## config.mk

```make
export PLATFORM = sky130hd
export DESIGN_NAME = rx
export DESIGN_NICKNAME = d
export VERILOG_FILES = /design/src/rtl/rx.sv
export SDC_FILE = /design/constraint.sdc
export NUM_CORES = 1
export LEC_CHECK = 0
export CORE_MARGIN = 4
export CORE_UTILIZATION = 30
export CTS_CLUSTER_SIZE = 16
export DETAILED_ROUTE_END_ITERATION = 10
export GPL_TIMING_DRIVEN = 0
export HOLD_SLACK_MARGIN = 0.15
export PLACE_DENSITY = 0.45
export SLEW_MARGIN = 20
export SYNTH_ARGS = -nofsm -noshare
export SYNTH_HDL_FRONTEND = slang
export SYNTH_SLANG_ARGS = --single-unit
export TNS_END_PERCENT = 30
```

## constraint.sdc

```tcl
create_clock -name clk -period 1.8 [get_ports clk]
set_input_delay 0.18 -clock clk [delete_from_list [all_inputs] [get_ports clk]]
set_output_delay 0.18 -clock clk [all_outputs]
set_load 0.05 [all_outputs]
```

## src/rtl/rx.sv

```systemverilog
// UART receiver: 8N1 with optional odd/even parity; 2-flop input synchronizer, mid-bit sampling.
// Latency: valid pulses 1 clk after the mid-stop-bit decision; the decision is 1 clk later with RX_MAJORITY_EN.
// Backpressure: none; the consumer must take rx_data on the 1-clk valid pulse (rx_data holds until next frame).
// Optional feature macro: RX_MAJORITY_EN (2-of-3 vote of samples at mid-1, mid, mid+1).
module rx #(
    parameter int parity    = 0,    // 0 = none, 1 = odd, 2 = even
    parameter int div_ratio = 434   // bit period minus 1, in clk cycles; >= 4
) (
    input  logic       clk,
    input  logic       rst,
    input  logic       rx_line,
    output logic [7:0] rx_data,
    output logic       valid,
    output logic       parity_err,
    output logic       frame_err,
    output logic       busy
);

    localparam int CW = $clog2(div_ratio + 1);
    localparam logic [CW-1:0] CNT_MAX = CW'(div_ratio);
`ifdef RX_MAJORITY_EN
    // Vote needs the sample after mid, so the decision point moves one clk later.
    localparam logic [CW-1:0] SAMP_PT = CW'(div_ratio / 2 + 1);
`else
    localparam logic [CW-1:0] SAMP_PT = CW'(div_ratio / 2);
`endif

    typedef enum logic [2:0] {
        IDLE      = 3'd0,
        START     = 3'd1,
        DATA      = 3'd2,
        PARITY    = 3'd3,
        STOP      = 3'd4,
        WAIT_HIGH = 3'd5
    } state_t;

    state_t        state_q, state_d;
    logic          sync1_q, rx_s_q, rx_prev_q;
    logic [CW-1:0] cnt_q, cnt_d;
    logic [2:0]    bitcnt_q, bitcnt_d;
    logic [7:0]    shift_q, shift_d;
    logic          perr_q, perr_d;
    logic [7:0]    rx_data_q, rx_data_d;
    logic          valid_q, valid_d;
    logic          parity_err_q, parity_err_d;
    logic          frame_err_q, frame_err_d;
    logic          busy_q, busy_d;
    logic          bit_s;
    logic          samp;
    logic          start_edge;

`ifdef RX_MAJORITY_EN
    logic rx_prev2_q;

    // Keep the two previous synchronized samples for the 2-of-3 vote.
    always_ff @(posedge clk) begin
        if (rst) rx_prev2_q <= 1'b1;
        else     rx_prev2_q <= rx_prev_q;
    end

    // Majority of samples at mid-1, mid, mid+1 (current clk is mid+1).
    always_comb begin
        bit_s = (rx_s_q & rx_prev_q) | (rx_s_q & rx_prev2_q) | (rx_prev_q & rx_prev2_q);
    end
`else
    // Single sample at mid-bit.
    always_comb begin
        bit_s = rx_s_q;
    end
`endif

    assign samp       = (cnt_q == SAMP_PT);
    // Previous sample is registered every clk, so an edge in the clk of IDLE entry is not lost.
    assign start_edge = rx_prev_q & ~rx_s_q;

    // Next-state and output computation for the receive FSM.
    always_comb begin
        state_d      = state_q;
        cnt_d        = (cnt_q == CNT_MAX) ? '0 : cnt_q + CW'(1);
        bitcnt_d     = bitcnt_q;
        shift_d      = shift_q;
        perr_d       = perr_q;
        rx_data_d    = rx_data_q;
        valid_d      = 1'b0;
        parity_err_d = parity_err_q;
        frame_err_d  = frame_err_q;
        busy_d       = busy_q;
        case (state_q)
            IDLE: begin
                cnt_d = '0;
                if (start_edge) begin
                    busy_d  = 1'b1;
                    state_d = START;
                end
            end
            START: begin
                if (samp) begin
                    if (!bit_s) begin
                        bitcnt_d = 3'd0;
                        state_d  = DATA;
                    end else begin
                        // Start bit not low at mid: treat as a glitch.
                        busy_d  = 1'b0;
                        state_d = IDLE;
                    end
                end
            end
            DATA: begin
                if (samp) begin
                    shift_d  = {bit_s, shift_q[7:1]};
                    bitcnt_d = bitcnt_q + 3'd1;
                    if (bitcnt_q == 3'd7) state_d = (parity != 0) ? PARITY : STOP;
                end
            end
            PARITY: begin
                if (samp) begin
                    perr_d  = (parity == 1) ? ~(^shift_q ^ bit_s) : (^shift_q ^ bit_s);
                    state_d = STOP;
                end
            end
            STOP: begin
                if (samp) begin
                    rx_data_d    = shift_q;
                    parity_err_d = (parity != 0) ? perr_q : 1'b0;
                    frame_err_d  = ~bit_s;
                    valid_d      = 1'b1;
                    if (bit_s) begin
                        busy_d  = 1'b0;
                        state_d = IDLE;
                    end else begin
                        state_d = WAIT_HIGH;
                    end
                end
            end
            WAIT_HIGH: begin
                // Break condition: ignore the line until it returns high.
                cnt_d = '0;
                if (rx_s_q) begin
                    busy_d  = 1'b0;
                    state_d = IDLE;
                end
            end
            default: begin
                cnt_d   = '0;
                busy_d  = 1'b0;
                state_d = IDLE;
            end
        endcase
    end

    // Synchronizer, edge-detect history and FSM state registers.
    always_ff @(posedge clk) begin
        if (rst) begin
            sync1_q      <= 1'b1;
            rx_s_q       <= 1'b1;
            rx_prev_q    <= 1'b1;
            state_q      <= IDLE;
            cnt_q        <= '0;
            bitcnt_q     <= 3'd0;
            shift_q      <= 8'h00;
            perr_q       <= 1'b0;
            rx_data_q    <= 8'h00;
            valid_q      <= 1'b0;
            parity_err_q <= 1'b0;
            frame_err_q  <= 1'b0;
            busy_q       <= 1'b0;
        end else begin
            sync1_q      <= rx_line;
            rx_s_q       <= sync1_q;
            rx_prev_q    <= rx_s_q;
            state_q      <= state_d;
            cnt_q        <= cnt_d;
            bitcnt_q     <= bitcnt_d;
            shift_q      <= shift_d;
            perr_q       <= perr_d;
            rx_data_q    <= rx_data_d;
            valid_q      <= valid_d;
            parity_err_q <= parity_err_d;
            frame_err_q  <= frame_err_d;
            busy_q       <= busy_d;
        end
    end

    assign rx_data    = rx_data_q;
    assign valid      = valid_q;
    assign parity_err = parity_err_q;
    assign frame_err  = frame_err_q;
    assign busy       = busy_q;

endmodule

```

==> results_dict.tcl, run 1 <==
set metrics [dict create \
    run_status "finished clean" \
    hold_viol_final 0 \
    internal_dissipation_mw 1.44 \
    placement.io_buffers 12 \
    asyncSetResetFlopFracSynth 0 \
    route.final.wire_length_um 3180 \
    grt_overflow_total 0 \
    post_synth_xor_area_fraction 0.0409 \
    timing.setup.tns_ns 0 \
    pwr-share-clk 0.382 \
    setup_repair_after_global_routing_missed_its_margin "false" \
    cp.buffers_inverters 1 \
    regArea_um2 741 \
    detail_route.drc_violations 0 \
    io_pins 15 \
    fin_crit_share 0.897 \
    cts.htree.levels 2 \
    clock_insertion_delay_worst_skew_ns 0.28 \
    cells_along_the_critical_path "clkdlybuf4s50_1" \
    slowest_delay_ns 0.81 \
    crit_path_top_delay_cell "sky130_fd_sc_hd__clkdlybuf4s50_1" \
    post_synth.cell_area_avg_um2 9.85 \
    netlist_area_um2 1710 \
    powerDensity_nw_per_um2 939 \
    vias_in_the_first_global_route 1239 \
    ctsHoldBuffers 0 \
    yosysWarnings 0 \
    worst_ep_arrival_time_ns 1.44 \
    timing.slew.headroom 0.661 \
    synthFlopType "sky130_fd_sc_hd__dfxtp_1" \
    synth.yosys.seq_area_share 0.432 \
    grt_antenna_before_repair 0 \
    first_pass_grt_wire_length_um 5680 \
    wire_length_per_cell_um 11.9 \
    initial_utilization 0.309 \
    drive_gt1_frac 0.155 \
    worstPathMaxFanout 2 \
    cts_tree "done" \
    gp_congestion 0.793 \
    root_buffer "sky130_fd_sc_hd__clkbuf_8" \
    final_period_minus_worst_setup_slack_ns 1.62 \
    critical-path-top-delay-family "buffers and inverters" \
    syn_nets 182 \
    finalNetCount 201 \
    p_sw_frac 0.250 \
    hold_path_depth 1 \
    power_leakage_nw 0.803 \
    design.die.area_um2 6990 \
    cts_repair_resize_count 0 \
    cts.sink_count 37 \
    final_core_util 0.368 \
    grt_util_all_layers 0.0988 \
    grt_max_degree 12 \
    finalClockSkew_ns 0.00594 \
    crit_required_ns 1.62 \
    setup-violations-final 0 \
    number_of_synthesized_flops_with_an_enable_pin 0 \
    timing_worst_setup_path_type "flop to output pin" \
    seq_power_share 0.451 \
    synth_compound_gate_area_share 0.104 \
    drt_pass1_iterations 4 \
    synth-seq-cells 37 \
    n_fill_cell 581 \
    dr_iter_0_viols 38 \
    cts_made_buffers 5 \
    yosys.area_share.simple 0.217 \
    synthesis.instances 174 \
    ff2ff_path_depth 6 \
    floorplan.die.width_um 83.6 \
    slew_violations 0 \
    dr_total_vias 1229 \
    muxShareOfSynthArea 0.111 \
    clock_path_buffers 2 \
    hp-class "flop to flop" \
    worstMarginPinSlew_ns 0.509 \
    max-cap-violations 0 \
    multiInputGateArea_um2 876 \
    total_switching_power_mw 0.478 \
    vias_per_cell 4.62 \
    place_hpwl_um 2290 \
    rows 27 \
    adder_and_majority_cell_fraction_of_the_synthesized_area 0.0365 \
    vdd.ir_drop.worst_uv 363 \
    core_um2 5540 \
    cts.repair_timing.setup_buffer_count 0 \
    area_growth_syn_to_layout_pct 19.1 \
    critical_path_cell_count 1 \
    ant_nets 0 \
    cp-start-kind "flop" \
    fmax_ghz 0.619 \
    ant_diodes 0 \
    synth_top_family_by_area "simple AND/OR/NAND/NOR gates" \
    die_h_um 83.6 \
    p_comb_frac 0.167 \
    ys_types 46 \
    critPathCaptureType "output pin" \
    clk_pin_slew_worst_setup_hold_paths_ns 0.07 \
]
## flip-flops by register name, indices dropped and copies added, names as in the netlist
name       cells
rx_data        8
frame_err      1
bit_s          1
state_q        3
rx_prev_q      1
shift_q        8
cnt_q          9
valid          1
sync1_q        1
bitcnt_q       3
busy           1
## cell usage in the layout (no fill, tap or decap), drive strengths merged, types with 3 or more instances in the layout
| master | n |
|---|---|
| and3 | 3 |
| buf | 8 |
| clkbuf | 9 |
| clkdlybuf4s50 | 12 |
| dfxtp | 37 |
| ha | 5 |
| inv | 5 |
| mux2i | 19 |
| nand2 | 8 |
| nand2b | 4 |
| nand3 | 5 |
| nor2 | 33 |
| nor3b | 3 |
| or2 | 3 |
| xnor2 | 5 |
| xor2 | 3 |
## layout make-up
type                       count  share of cell area
multi-input combinational    122               0.429
sequential                    37               0.363
timing repair buffer          12              0.0589
tap                           72              0.0441
clock buffer                   7              0.0423
buffer                        10              0.0386
clock inverter                 1              0.0147
inverter                       5             0.00920
## through the flow
step                      cell area, um2  hold WS [ns]  power, mW  worst slack (ns)  instances
after global routing                2040         0.442       2.02             0.105        266
after detailed placement            1920         0.394       1.21             0.278        258
after global placement              1920         0.394       1.20             0.291        258
after CTS                           2040         0.409       1.95             0.153        266
after floorplan                     1710         0.284       1.14             0.416        174
final                               2040         0.404       1.92             0.185        266
## power groups by stage
| stage | Sequential, mW | Combinational, mW | Clock (mW) |
|---|---|---|---|
| after floorplan | 0.912 | 0.228 | 0 |
| after detailed placement | 0.883 | 0.326 | 0 |
| after global routing | 0.869 | 0.360 | 0.796 |
| final | 0.863 | 0.321 | 0.731 |
| after global placement | 0.882 | 0.319 | 0 |
| after CTS | 0.864 | 0.326 | 0.761 |
## routing by layer
layer / wire [um] / global-route usage / share of wire / vias to the layer above
met5: 0 / 0 / 0 / -
met4: 25 / 0.0351 / 0.0079 / 0
met3: 122 / 0.0385 / 0.038 / 2
met2: 1450 / 0.150 / 0.46 / 16
met1: 1580 / 0.126 / 0.50 / 573
li1: - / - / - / 638
## logic make-up after synthesis
| family | after synthesis |
|---|---|
| buf+inv | 15 |
| other cells | 1 |
| fa+ha+maj | 5 |
| compound gates | 19 |
| xor+xnor | 8 |
| simple gates | 70 |
| flops | 37 |
| mux | 19 |
## Yosys cell counts, drive strengths merged, types with 2 or more instances
cell type / n / area, um2
dfxtp: 37 / 741
nor2: 33 / 129
mux2i: 19 / 190
buf: 8 / 71.3
nand2: 8 / 30.0
ha: 5 / 62.6
inv: 5 / 18.8
nand3: 5 / 25.0
xnor2: 5 / 43.8
nand2b: 4 / 25.0
and3: 3 / 21.3
nor3b: 3 / 33.8
or2: 3 / 18.8
xor2: 3 / 26.3
a211oi: 2 / 20.0
a21o: 2 / 15.0
and4bb: 2 / 25.0
clkbuf: 2 / 7.51
nand4: 2 / 12.5
nor3: 2 / 10.0
o21ai: 2 / 13.8
o311a: 2 / 20.0
o311ai: 2 / 25.0
## path summary, 6_finish.rpt
check | from | end | slack, ns
setup / recovery | frame_err | frame_err | 0.18
hold / removal | sync1_q | bit_s | 0.40
setup reg to reg | cnt_q[1] | state_q[1] | 0.28
hold reg to reg | sync1_q | bit_s | 0.40
Note: power is estimated with default switching activity, not from simulation.
==> run 2: changes to the inputs <==
--- a/config.mk
+++ b/config.mk
@@ -6,12 +6,12 @@
 export NUM_CORES = 1
 export LEC_CHECK = 0
 export CORE_MARGIN = 4
-export CORE_UTILIZATION = 30
+export CORE_UTILIZATION = 50
 export CTS_CLUSTER_SIZE = 16
 export DETAILED_ROUTE_END_ITERATION = 10
 export GPL_TIMING_DRIVEN = 0
 export HOLD_SLACK_MARGIN = 0.15
-export PLACE_DENSITY = 0.45
+export PLACE_DENSITY = 0.69
 export SLEW_MARGIN = 20
 export SYNTH_ARGS = -nofsm -noshare
 export SYNTH_HDL_FRONTEND = slang
==> run 2 against run 1 <==
Sequential power about the same. Clock skew increased by 0.0012 ns. Final area shrank 3.2%. Global-route usage rose by 6.4 points. Largest cell class unchanged.
==> results_dict.tcl, run 2 (synthesis results as in run 1) <==
set metrics [dict create \
    root_buffer "sky130_fd_sc_hd__clkbuf_4" \
    fin_crit_share 0.948 \
    dr_iter_0_viols 61 \
    grt_overflow_total 0 \
    crit_required_ns 1.62 \
    final_period_minus_worst_setup_slack_ns 1.71 \
    finalClockSkew_ns 0.00711 \
    finalNonFillerCells 238 \
    setup_repair_after_global_routing_missed_its_margin "false" \
    finalNetCount 201 \
    seq_power_share 0.480 \
    cp.buffers_inverters 1 \
    timing.slew.headroom 0.659 \
    p_comb_frac 0.181 \
    worstPathMaxFanout 2 \
    cts_made_buffers 5 \
    first_pass_grt_wire_length_um 5400 \
    rows 20 \
    most-common-layout-cells "sky130_fd_sc_hd__dfxtp_1 (37), sky130_fd_sc_hd__nor2_1 (31), sky130_fd_sc_hd__mux2i_1 (19)" \
    vias_in_the_first_global_route 1147 \
    cts_repair_resize_count 0 \
    cp-start-kind "flop" \
    slew_violations 0 \
    dr_total_vias 1236 \
    timing.setup.tns_ns 0 \
    powerDensity_nw_per_um2 912 \
    clk_pin_slew_worst_setup_hold_paths_ns 0.11 \
    pwr-share-clk 0.340 \
    n_fill_cell 285 \
    setup-violations-final 0 \
    grt_util_all_layers 0.162 \
    cells_along_the_critical_path "clkdlybuf4s50_1" \
    crit_path_top_delay_cell "sky130_fd_sc_hd__clkdlybuf4s50_1" \
    internal_dissipation_mw 1.32 \
    clock_insertion_delay_worst_skew_ns 0.35 \
    total_power_mw 1.80 \
    most_flop_heavy_register "cnt_q" \
    gp_congestion 0.824 \
    slowest_delay_ns 0.81 \
    run_status "finished clean" \
    layout.cells.most_common "sky130_fd_sc_hd__dfxtp_1" \
    drive_gt1_frac 0.155 \
    clock_path_buffers 2 \
    cts.htree.levels 2 \
    critical-path-top-delay-family "buffers and inverters" \
    route.final.wire_length_um 3100 \
    grt_antenna_before_repair 0 \
    dp.cells 230 \
    detail_route.drc_violations 0 \
    ant_nets 0 \
    ctsHoldBuffers 0 \
    critPathCaptureType "output pin" \
    placed_cell_area_um2 1890 \
    initial_utilization 0.544 \
    wire_length_per_cell_um 13.0 \
    area_growth_syn_to_layout_pct 15.2 \
    cts.repair_timing.setup_buffer_count 0 \
    hold_viol_final 0 \
    floorplan.die.width_um 66.6 \
    timing_worst_setup_path_type "flop to output pin" \
    place_hpwl_um 2200 \
    cts.sink_count 37 \
    p_sw_frac 0.268 \
    design.die.area_um2 4430 \
    cts_tree "done" \
    post-route-cell-area_um2 1970 \
    drt_pass1_iterations 4 \
    power_leakage_nw 0.790 \
    die_h_um 66.6 \
    fmax_ghz 0.586 \
    worstMarginPinSlew_ns 0.511 \
    worst_ep_arrival_time_ns 1.53 \
    grt_max_degree 12 \
    max-cap-violations 0 \
    largest_register_ff_count 9 \
    placement.io_buffers 12 \
    ant_diodes 0 \
    total_switching_power_mw 0.483 \
    core_um2 3150 \
    vdd.ir_drop.worst_uv 497 \
    io_pins 15 \
    vias_per_cell 5.19 \
    hp-class "input pin to flop" \
    final_core_util 0.626 \
]
[run 2: cell counts in the layout (fill, tap and decap cells not counted)]
Identical to the previous run, type by type.
[run 2: final cells by class]
type	instances	area [um2]	share of cell area
Buffer	10	78.8	0.0399
Clock inverter	1	30.0	0.0152
Inverter	5	18.8	0.00951
Timing Repair Buffer	12	120	0.0608
Multi-Input combinational cell	122	876	0.444
Sequential cell	37	741	0.375
Clock buffer	7	55.1	0.0279
Tap cell	44	55.1	0.0279
[run 2: power by group through the flow]
stage	logic, mW	registers [mW]	clock network [mW]
6_report	0.325	0.864	0.612
5_1_grt	0.352	0.868	0.664
4_1_cts	0.328	0.864	0.620
3_5_place_dp	0.328	0.882	0
3_3_place_gp	0.316	0.881	0
2_1_floorplan	0.228	0.912	0
[run 2: per-stage QoR]
stage	setup WS, ns	hold slack, ns
2_1_floorplan	0.416	0.284
6_report	0.0945	0.389
4_1_cts	0.0747	0.387
3_3_place_gp	0.309	0.392
3_5_place_dp	0.262	0.398
5_1_grt	0.0386	0.379
[run 2: metal layers]
metal  track usage  share of wire
met1         0.202           0.49
met2         0.252           0.46
met3        0.0624          0.035
met4        0.0609          0.017
met5             0              0
[run 2: path summary, 6_finish.rpt]
path,cells past startpoint,start,slack [ns],end
setup reg to reg,6,cnt_q[1],0.24,state_q[1]
hold / removal,3,rst,0.39,bitcnt_q[2]
setup / recovery,1,frame_err,0.09,frame_err
hold reg to reg,1,sync1_q,0.44,bit_s
==> run 3: changes to the inputs <==
--- a/config.mk
+++ b/config.mk
@@ -12,6 +12,7 @@
 export GPL_TIMING_DRIVEN = 0
 export HOLD_SLACK_MARGIN = 0.15
 export PLACE_DENSITY = 0.69
+export SKIP_LAST_GASP = 1
 export SLEW_MARGIN = 20
 export SYNTH_ARGS = -nofsm -noshare
 export SYNTH_HDL_FRONTEND = slang
==> results of run 3 <==
No change in the layout: final DEF, timing and power equal those of run 2.
